### src/rtl/vga_hvsync_generator.sv
// ============================================================================
// vga_hvsync_generator : free-running VGA raster timing (hpos/vpos counters,
//                        hsync/vsync, display_on). Optional: HVSYNC_PIXEL_CE_EN
// Revision : 1.0
// ============================================================================
`default_nettype none

module vga_hvsync_generator #(
   parameter int H_DISPLAY = 640,
   parameter int H_FRONT   = 16,
   parameter int H_SYNC    = 96,
   parameter int H_BACK    = 48,
   parameter int V_DISPLAY = 480,
   parameter int V_FRONT   = 10,
   parameter int V_SYNC    = 2,
   parameter int V_BACK    = 33
) (
   input  logic       clk,
   input  logic       reset,
`ifdef HVSYNC_PIXEL_CE_EN
   input  logic       pixel_ce,
`endif
   output logic       hsync,
   output logic       vsync,
   output logic       display_on,
   output logic [9:0] hpos,
   output logic [9:0] vpos
);

   localparam int H_TOTAL = H_DISPLAY + H_FRONT + H_SYNC + H_BACK;
   localparam int V_TOTAL = V_DISPLAY + V_FRONT + V_SYNC + V_BACK;

   localparam logic [9:0] c_H_LAST     = 10'(H_TOTAL - 1);
   localparam logic [9:0] c_V_LAST     = 10'(V_TOTAL - 1);
   localparam logic [9:0] c_H_DISP     = 10'(H_DISPLAY);
   localparam logic [9:0] c_V_DISP     = 10'(V_DISPLAY);
   localparam logic [9:0] c_HS_START   = 10'(H_DISPLAY + H_FRONT);
   localparam logic [9:0] c_HS_END     = 10'(H_DISPLAY + H_FRONT + H_SYNC);
   localparam logic [9:0] c_VS_START   = 10'(V_DISPLAY + V_FRONT);
   localparam logic [9:0] c_VS_END     = 10'(V_DISPLAY + V_FRONT + V_SYNC);

   logic [9:0] hpos_q, hpos_d;
   logic [9:0] vpos_q, vpos_d;
   logic       w_adv;

`ifdef HVSYNC_PIXEL_CE_EN
   assign w_adv = pixel_ce;
`else
   assign w_adv = 1'b1;
`endif

   // Terminal-count wrap keeps both counters inside their totals at all times.
   always_comb begin
      hpos_d = hpos_q;
      vpos_d = vpos_q;
      if (w_adv) begin
         if (hpos_q == c_H_LAST) begin
            hpos_d = '0;
            vpos_d = (vpos_q == c_V_LAST) ? 10'd0 : vpos_q + 10'd1;
         end else begin
            hpos_d = hpos_q + 10'd1;
         end
      end
   end

   always_ff @(posedge clk or posedge reset) begin
      if (reset) begin
         hpos_q <= '0;
         vpos_q <= '0;
      end else begin
         hpos_q <= hpos_d;
         vpos_q <= vpos_d;
      end
   end

   // Decodes are purely combinational so they line up with the counters exactly.
   assign hsync      = !((hpos_q >= c_HS_START) && (hpos_q < c_HS_END));
   assign vsync      = !((vpos_q >= c_VS_START) && (vpos_q < c_VS_END));
   assign display_on = (hpos_q < c_H_DISP) && (vpos_q < c_V_DISP) && !reset;
   assign hpos       = hpos_q;
   assign vpos       = vpos_q;

endmodule

`default_nettype wire

### config.mk
export PLATFORM = sky130hd
export DESIGN_NAME = vga_hvsync_generator
export DESIGN_NICKNAME = d
export VERILOG_FILES = /design/src/rtl/vga_hvsync_generator.sv
export SDC_FILE = /design/constraint.sdc
export NUM_CORES = 1
export LEC_CHECK = 0
export CAP_MARGIN = 40
export CORE_UTILIZATION = 35
export CTS_CLUSTER_DIAMETER = 120
export DETAILED_ROUTE_END_ITERATION = 8
export GPL_ROUTABILITY_DRIVEN = 0
export GPL_TIMING_DRIVEN = 0
export PLACE_DENSITY = 0.62
export RECOVER_POWER = 50
export SLEW_MARGIN = 20
export SYNTH_ARGS = -nofsm -noshare
export SYNTH_HDL_FRONTEND = slang
export SYNTH_SLANG_ARGS = --single-unit
### constraint.sdc
create_clock -name clk -period 5 [get_ports clk]
set_clock_uncertainty 0.1 [all_clocks]
set_input_delay 1 -clock clk [delete_from_list [all_inputs] [get_ports clk]]
set_output_delay 1 -clock clk [all_outputs]
set_load 0.02 [all_outputs]
# After elaboration in Yosys (flattened, before gate mapping)
# Index checks and enable logic that the tools add are counted.
# W data, S select, Z words.
# word_totals
elab_cells	21
out_inout_bits	23
reg_bits	20
# op_classes
n_mux	2
n_lt_le_gt_ge	6
addsub	2
eq_ne	2
n_reduce_logical	7
# ops
op	count
$add A10 B1 Y10 const B	2
$eq A10 B10 Y1 const B	2
$lt A10 B10 Y1 const B	2
$lt A10 B9 Y1 const B	2
$mux W10	2
$ge A10 B10 Y1 const B	1
$ge A10 B9 Y1 const B	1
$logic_and A1 B1 Y1	4
$logic_not A1 Y1	3

# Logic depth before layout (Yosys ltp)
# Gate-level depths: netlist (run 1).
# depth
ltp_word	3
ltp_mapped	6

# Worst setup path before layout (run 1)
# Ideal clock, no wire load.
# synth_path
path_kind	input -> output
start	input port reset
end	output port display_on
slack_ns	2.137
arrival_ns	1.763
cell_stages	1
required_time_ns	3.900
cell_sequence	nor4b_1
# synth_between
elab_chain_cells	2
# synth_lines
item	line	text
start: declaration	19	input logic reset,
$logic_not A1 Y1	79	assign display_on = (hpos_q < c_H_DISP) && (vpos_q < c_V_DISP) && !reset;
$logic_and A1 B1 Y1	79	
end: declaration	25	output logic display_on,
# No other way between the ends.

# Worst setup path after layout (run 1)
# Same ends and word-level chain as after synthesis.

==> results of run 1 <==
==> sequential cells by signal, summed over array words and instances, names as in the netlist <==
signal and flops:
hpos 10, vpos 10
==> stage by stage <==
stage | instances | utilization (%) | power, µW | hold slack (ns)
floorplan | 108 | - | 168 | 0.505
global placement | 176 | 46.6 | 171 | 0.399
detailed placement | 176 | 46.6 | 171 | 0.405
CTS | 180 | 47.8 | 268 | 0.430
global route | 181 | 46.8 | 276 | 0.449
finish | 181 | 46.8 | 265 | 0.426
==> metal layers <==
metal  share of wire [%]  track usage, %  vias up
li1                    -               -      444
met1                  51            21.3      433
met4                 2.1            6.12        0
met5                   0               0        -
met3                 2.4            1.98        5
met2                  44            22.2       16
==> power by group through the flow <==
| stage | clock network [µW] | logic [µW] | registers, µW |
|---|---|---|---|
| floorplan | 0 | 3.25 | 165 |
| global placement | 0 | 5.77 | 165 |
| detailed placement | 0 | 5.90 | 165 |
| CTS | 100 | 5.92 | 162 |
| global route | 108 | 6.55 | 162 |
| finish | 97.7 | 5.64 | 162 |
==> Yosys cell counts, drive strengths merged (4+ instances only) <==
library cell  count
inv               6
nand2             4
dfrtp            20
ha                5
and3              5
nand3            14
nor4              6
xnor2             7
nor2             10
o21ai             5
xor2              6
==> worst paths after layout <==
path	cells after the start	end	slack, ns
hold / removal	1	vpos[8]	0.43
hold reg to reg	1	vpos[8]	0.43
min in group asynchronous	2	hpos[1]	1.01
setup / recovery	3	display_on	1.40
setup reg to reg	5	hpos[9]	2.55
max in group asynchronous	3	vpos[4]	2.97
==> cell families (layout without fill, tap and decap cells) <==
| logic type | count (synthesis) | in the layout | synth area share [%] |
|---|---|---|---|
| buf+inv | 7 | 36 | 3.00 |
| fa+ha+maj | 5 | 5 | 5.55 |
| compound gates | 9 | 9 | 4.99 |
| flops | 20 | 20 | 44.4 |
| xor+xnor | 13 | 13 | 10.1 |
| simple gates | 54 | 54 | 32.0 |
==> cell type report <==
| class | instances | area (µm²) |
|---|---|---|
| inverters | 6 | 22.5 |
| multi-input cells | 81 | 567 |
| plain buffers | 1 | 3.75 |
| flip-flops and latches | 20 | 500 |
| repair buffers | 25 | 244 |
| fillers | 305 | 1620 |
| clock buffers | 4 | 36.3 |
| well taps | 44 | 55.1 |
==> metrics, run 1 <==
DP HPWL 1680 µm; CTS buffer count 3; Yosys top cell by area dfrtp_1; Req. time, crit path 3.90 ns; hold buffer count at CTS 0; final wirelength 2280 µm; clock latency on the worst-skew pair 0.31 ns; Starting Density 36.9%; instance area at placement 1420 µm²; Mapped Area 1130 µm²; Slew HR 38.6%; Worst-Margin Slew 0.914 ns; TNS Setup 0 ns; # Post-CTS Setup Buffers 0; Post-synth EDFFs 0; Die Wd 58.8 µm; Routed Antenna Nets 0; worst hold path class flop to flop; Critical path origin reset; drt drc 0; Antenna Cells 0; sequential power share 61.0%; Crit path max-delay family buffers and inverters; RSZ-0062 raised after global routing false; outcome complete, no violations; layout cells sized above 1 7.30%; clock sink count 20; post-cts repair resize count 0; Comb pwr share 2.1%; Fmax 278 MHz; Vias 898; Avg Vias per Cell 4.96; row cnt 20; Fin. Hold Viols 0; most frequent cells in the layout 23 x clkdlybuf4s50_1, 20 x dfrtp_1, 14 x nand3_1; IO Port Bufs 24; crit start category input pin; syn avg cell area 10.4 µm²; Tcrit/Tclk final 72.0%; post-synth cell types 29; Setup crit end kind output pin; sequential element share of the synthesized area 44.4%; critical-path maximum fanout 2; gr usage total 14.8%; post-synth net total 115; leakage power 0.000590 µW; post-place setup slack 1.52 ns; Finished Cell Area 1430 µm²; Max VDD drop 0.000150 V; deepest clock path buffer count 2; largest net degree at the start of global routing 21; die span in y 58.8 µm; max cap viols 0; Main synth FF type dfrtp_1; most common cell after layout, fill and taps aside clkdlybuf4s50_1; Tmin final 3.60 ns; ys async rst share 100%; Pwr per Cell Area 185 nW/µm²; worst path bufs/invs 2; Total Nets Final 145; global route total overflow 0; first-pass GRT wire length 3840 µm; area grow syn2layout 26.7%; worst reg2reg startpoint hpos[5]; Psw 57.2 µW; Mapped Cells 108; CP max-delay cell clkdlybuf4s50_1; core box area 3050 µm²; WS Path Type input pin to output pin; initial antenna violation count 0; crit path DAT 2.50 ns; Final WS setup 1.40 ns; First DRT Iteration DRCs 34; Top-Level Pins 25; Wirelength per Cell 12.6 µm; internal power 208 µW; DIE AREA 3450 µm²; top-area cell type share of the netlist area 44.4%; Synth Register Bits 20; 1st-pass router iterations 4; Largest stage delay, worst path 0.65 ns; clock root cell clkbuf_4; CP cell instances dlygate4sd3_1 -> nor4b_1 -> clkdlybuf4s50_1; H-Tree Level Count 1; sw frac 21.6%; CTS tree built; clock share of power 36.9%; Slew Limit Fails 0; top post-synthesis cells by area dfrtp_1 44%, nand3_1 6.2%, ha_1 5.5%; Clock transition at path regs 0.11 ns; min-delay src vpos[8]; Synth Warn # 0; vias in the first global route 822; # setup viols final 0
(Power assumes the default switching activity.)
==> run 2, diff against run 1 <==
Clock period 5 ns to 3.6 ns, I/O delays scaled along.
==> results of run 2 <==
Same layout as run 1 (identical final DEF). Status: complete, no violations.
Main changes from that run: setup slack after placement 1.52 ns -> 0.684 ns; setup slack after layout 1.40 ns -> 0.560 ns; register-to-register setup slack 2.55 ns -> 1.15 ns; total power 265 µW -> 368 µW; worst IR drop on VDD 0.000150 V -> 0.000209 V
